## config.mk

```make
export PLATFORM = sky130hd
export DESIGN_NAME = regfile_scoreboard
export DESIGN_NICKNAME = d
export VERILOG_FILES = /design/src/rtl/regfile_pkg.sv /design/src/rtl/regfile_cell.sv /design/src/rtl/regfile_scoreboard.sv
export SDC_FILE = /design/constraint.sdc
export NUM_CORES = 2
export LEC_CHECK = 0
export ABC_AREA = 1
export BUFFER_PORTS_ARGS = -buffer_cell sky130_fd_sc_hd__buf_2
export CAP_MARGIN = 20
export CORE_MARGIN = 2
export CORE_UTILIZATION = 44
export DETAILED_ROUTE_END_ITERATION = 12
export SYNTH_ARGS = -nofsm -noshare
export SYNTH_HDL_FRONTEND = slang
export SYNTH_HIERARCHICAL = 1
export SYNTH_SLANG_ARGS = --single-unit
```

## constraint.sdc

```tcl
create_clock -name clk -period 13.17 [get_ports clk]
set_input_delay 1.9755 -clock clk [delete_from_list [all_inputs] [get_ports clk]]
set_output_delay 1.9755 -clock clk [all_outputs]
set_load 0.05 [all_outputs]
```

## src/rtl/regfile_pkg.sv

```systemverilog
// Shared defaults and sizing helpers for the scoreboarded register file.
package regfile_pkg;

  localparam int unsigned DEF_DATA_W = 32;
  localparam int unsigned DEF_DEPTH  = 32;
  localparam int unsigned DEF_NUM_RD = 2;
  localparam int unsigned ZERO_ADDR  = 0;

  // Ceiling log2; returns 0 for v <= 1.
  function automatic int unsigned clog2(input int unsigned v);
    int unsigned r;
    r = 0;
    while ((64'd1 << r) < 64'(v)) r = r + 1;
    return r;
  endfunction

endpackage

```

## src/rtl/regfile_cell.sv

```systemverilog
// One architectural register plus its pending (scoreboard) bit.
module regfile_cell
  import regfile_pkg::*;
#(
  parameter int unsigned DATA_W = DEF_DATA_W
) (
  input  logic              clk,
  input  logic              reset,
  input  logic              wr_en,
  input  logic [DATA_W-1:0] wr_data,
  input  logic              iss_en,
  input  logic              flush,
  output logic [DATA_W-1:0] data,
  output logic              pend,
  output logic              pend_nxt_c
);

  // Issue beats flush beats writeback clear: a new producer supersedes the old one.
  assign pend_nxt_c = iss_en | (pend & ~flush & ~wr_en);

  always_ff @(posedge clk or negedge reset) begin
    if (!reset) begin
      data <= '0;
      pend <= 1'b0;
    end else begin
      if (wr_en) data <= wr_data;
      pend <= pend_nxt_c;
    end
  end

endmodule

```

## src/rtl/regfile_scoreboard.sv

```systemverilog
// Multi-read-port register file with per-register pending bits for decode-stage stalls.
module regfile_scoreboard
  import regfile_pkg::*;
#(
  parameter int unsigned DATA_W   = DEF_DATA_W,
  parameter int unsigned DEPTH    = DEF_DEPTH,
  parameter int unsigned NUM_RD   = DEF_NUM_RD,
  parameter bit          ZERO_REG = 1'b1,
  parameter bit          BYPASS   = 1'b1,
  localparam int unsigned AW = clog2(DEPTH),
  localparam int unsigned CW = clog2(DEPTH + 1)
) (
  input  logic                     clk,
  input  logic                     reset,
  input  logic                     wr_en,
  input  logic [AW-1:0]            wr_addr,
  input  logic [DATA_W-1:0]        wr_data,
  input  logic                     iss_en,
  input  logic [AW-1:0]            iss_addr,
  input  logic                     flush,
  input  logic [NUM_RD*AW-1:0]     rd_addr,
  input  logic [NUM_RD-1:0]        rd_use,
  output logic [NUM_RD*DATA_W-1:0] rd_data,
  output logic [NUM_RD-1:0]        rd_pend,
  output logic                     stall,
  output logic [CW-1:0]            pend_cnt
);

  logic [DATA_W-1:0] regs [DEPTH];
  logic [DEPTH-1:0]  pend;
  logic [DEPTH-1:0]  pend_nxt;
  logic [DEPTH-1:0]  wr_sel;
  logic [DEPTH-1:0]  iss_sel;
  logic              wr_hit;
  logic [CW-1:0]     cnt_nxt;

  // Address decode; out-of-range addresses match no cell and are dropped.
  for (genvar i = 0; i < int'(DEPTH); i++) begin : g_reg
    if (ZERO_REG && i == int'(ZERO_ADDR)) begin : g_zero
      assign wr_sel[i]   = 1'b0;
      assign iss_sel[i]  = 1'b0;
      assign regs[i]     = '0;
      assign pend[i]     = 1'b0;
      assign pend_nxt[i] = 1'b0;
    end else begin : g_cell
      assign wr_sel[i]  = wr_en  && (wr_addr  == AW'(i));
      assign iss_sel[i] = iss_en && (iss_addr == AW'(i));

      regfile_cell #(.DATA_W(DATA_W)) u_cell (
        .clk        (clk),
        .reset      (reset),
        .wr_en      (wr_sel[i]),
        .wr_data    (wr_data),
        .iss_en     (iss_sel[i]),
        .flush      (flush),
        .data       (regs[i]),
        .pend       (pend[i]),
        .pend_nxt_c (pend_nxt[i])
      );
    end
  end

  // A write that actually lands in a real register; only those may be forwarded.
  assign wr_hit = |wr_sel;

  for (genvar k = 0; k < int'(NUM_RD); k++) begin : g_rd
    logic [AW-1:0]     addr;
    logic [DATA_W-1:0] d;
    logic              p;

    assign addr = rd_addr[k*AW +: AW];

    always_comb begin
      d = '0;
      p = 1'b0;
      for (int unsigned j = 0; j < DEPTH; j++) begin
        if (addr == AW'(j)) begin
          d = regs[j];
          p = pend[j];
        end
      end
      if (BYPASS && wr_hit && (addr == wr_addr)) begin
        d = wr_data;
        p = 1'b0;
      end
    end

    assign rd_data[k*DATA_W +: DATA_W] = d;
    assign rd_pend[k]                  = p;
  end

  assign stall = |(rd_use & rd_pend);

  // Count tracks the pending vector it will sit beside after the edge.
  always_comb begin
    cnt_nxt = '0;
    for (int unsigned j = 0; j < DEPTH; j++) begin
      cnt_nxt = cnt_nxt + CW'(pend_nxt[j]);
    end
  end

  always_ff @(posedge clk or negedge reset) begin
    if (!reset) pend_cnt <= '0;
    else        pend_cnt <= cnt_nxt;
  end

endmodule

```

==> reports/metrics.cfg <==
[status]
status=finished, final reports clean

[sta]
tightest_slew_ns=1.148
max_freq_mhz=106.8
timing.final.crit_share_pct=71.11
finClkSkew_ns=0.04761
fin_setup_tns_ns=0
rsz0062_at_grt=no
fin_ws_ns=3.805
setup_viol=0
hold_viol_final=0
period_minus_slack_ns=9.365
slew_viol_final=0
slew_headroom_pct=23.46

[route]
postRouteWirelength_um=251500
ant_nets=0
avgViaCountPerCell=5.495
wl_per_cell_um=24.04
num_vias=57480
drcViolationCount=0
firstDrtPassIters=7
drt_iter0_markers=7332

[synthesis]
synth_edf_count=0
synth_adder_area_share_pct=0.9125
synth_simple_gate_area_share_pct=43.03
synth_top_family_by_area=simple AND/OR/NAND/NOR gates
synth-compound-area-share_pct=2.296
synth.area.mux_share_pct=0
yosysSeqAreaShare_pct=42.88
synthArstFlopShare_pct=100.0
ys.flop_type=dfrtp_1
synth_warnings=6
yosysUniqueCellTypes=40
synth_area_sq_um=60060
synth_seq_cells=1029
syn_nets=8727
synth-xor-area-share_pct=0.1021
avgSynthCellArea_sq_um=6.953
synthCells=8638

[finish]
layout_commonest_cell=nand2_1
final_cell_mix=4362 x nand2_1, 1029 x dfrtp_1, 781 x nor2_1
final_nets=8669
areaGrowthSynthToFinish_pct=7.233
drive_gt1_share_pct=11.34

[worst_setup_path]
rrSetupSlack_ns=7.89
path_class=input port to output pin
reg2regPathDepth=18
cp_max_fo=33
r2r-start=g_reg[18].g_cell.u_cell/pend$_DFF_PN0_
arrival_ns=7.39
reg2reg_to=pend_cnt[4]$_DFF_PN0_
cp-end-kind=output pin
cp_data_required_time_ns=11.19
crit_path_start_kind=input port

[clock_network]
path_clk_slew_ns=0.06
cts_resized=0
post-cts-setup-buffers=0
cts_tree=yes
cts_sinks=1029
clk_latency_ns=0.76
hold_buffers=0
cts_buffers=114
clockBufferDepth=3
ctsHtreeMaxLevel=3
cts-root-buf=clkbuf_16

[floorplanning]
rows=135
fp.dieW_um=373.5
core_sq_um=135500
die_h_um=373.5
start_util_pct=44.33
die_area_sq_um=139500
ios=132

[flow_run]
drv_cap=0

[min_path]
min-delay-start=g_reg[11].g_cell.u_cell/data[13]$_DFFE_PN0P_
min_path_cells=2
min_to=g_reg[11].g_cell.u_cell/data[13]$_DFFE_PN0P_
hold_class=register to register

[power_and_ir_drop]
powerDensity_nw_per_um2=143.7
leakage_uw=0.03246
ir_drop_v=0.0001159

[global_routing]
grt_max_degree=163
antenna_found_initial=13
gr-total-overflow=0
gr-usage-all-layers_pct=35.39
grt_pass1_vias=53660
grt_pass1_wl_um=367500

[placed_design]
hpwlAfterDp_um=158900
gp_congestion=0.9549
io_buffers=131
pre_cts_ws_ns=4.100

==> state kept, by name, indices dropped and copies added (netlist names) <==
register / flops
g.g_cell.u_cell/data: 992
g.g_cell.u_cell/pend: 31
pend_cnt: 6
==> through the flow <==
stage | util [%] | std cells | hold WS [ns] | total power [uW] | instance area, sq um
2_1_floorplan | - | 8638 | 0.4419 | 5152 | 60060
3_3_place_gp | 44.63 | 10240 | 0.4529 | 5832 | 60460
3_5_place_dp | 44.65 | 10240 | 0.4579 | 5878 | 60490
4_1_cts | 47.52 | 10460 | 0.4727 | 9258 | 64370
5_1_grt | 47.53 | 10460 | 0.4860 | 9643 | 64390
6_report | 47.54 | 10460 | 0.4678 | 9257 | 64400
==> layer usage <==
metal  part of all wire [%]  global-route usage [%]
met5                 0.0028                       0
met4                    7.8                   23.50
met3                    9.5                   7.254
met2                     43                   53.11
met1                     39                   46.25
==> cell usage after synthesis (all sizes together) (2+ instances only) <==
library cell,instances,area share [%]
buf,163,3.1
a21oi,150,1.3
nand4,515,5.4
dfrtp,1029,43
inv,629,4.3
o22ai,3,0.031
nor4,6,0.073
clkbuf,292,3.4
nor2,837,5.2
fa,23,0.77
nor3b,7,0.087
o2111ai,2,0.029
o21ai,112,0.93
nand3,46,0.39
or2,2,0.021
ha,7,0.15
nor3,33,0.32
xor2,6,0.087
nand2,4769,31
==> cells by family after synthesis <==
family	after synthesis
compound gates	271
flops	1029
simple gates	6217
buf+inv	1084
fa+ha+maj	30
xor+xnor	7
==> worst max-delay path by stage <==
stage                           from               endpoint  slack, ns  cells after the start
after global routing      rd_addr[9]            rd_data[43]       3.70                     24
after CTS                 rd_addr[9]            rd_data[43]       4.09                     24
after global placement    rd_addr[4]             rd_data[5]       4.03                     21
after detailed placement  rd_addr[9]            rd_data[43]       4.10                     24
final                     rd_addr[9]            rd_data[43]       3.81                     24
after floorplan           wr_addr[0]  pend_cnt[4]$_DFF_PN0_       5.90                     23
==> layout make-up <==
cell class	instances	area [sq um]
fillers	13700	71070
multi-input cells	6525	28080
flip-flops and latches	1029	25750
clock buffers	174	3369
inverters	629	2594
well taps	1781	2228
repair buffers	281	1849
clock inverters	37	516.7
diodes	4	10.01
==> power by group <==
| part | leakage (uW) | internal (uW) | switching [uW] |
|---|---|---|---|
| clock | 0.00190 | 1970 | 1420 |
| sequential | 0.0134 | 3730 | 470 |
| combinational | 0.0172 | 459 | 1200 |
| total | 0.0325 | 6160 | 3090 |
==> worst max-delay path: stages <==
cell and delay, ns:
buf_2 0.25, inv_1 0.57, buf_4 0.35, nand2_1 0.21, nor2_2 0.15, buf_4 0.45
inv_1 0.44, o21ai_1 0.19, inv_1 0.06, nand2_1 0.06, nand4_1 0.08, nor2_1 0.20
nand4_1 0.17, nor2_1 0.43, nand4_1 0.22, nor2_1 0.20, nand4_1 0.12, nor2_1 0.23
nand4_1 0.14, nor2_1 0.34, nand4_1 0.14, nand2_1 0.09, nand2_1 0.05, buf_2 0.21
Power figures use the tool's default switching activity.
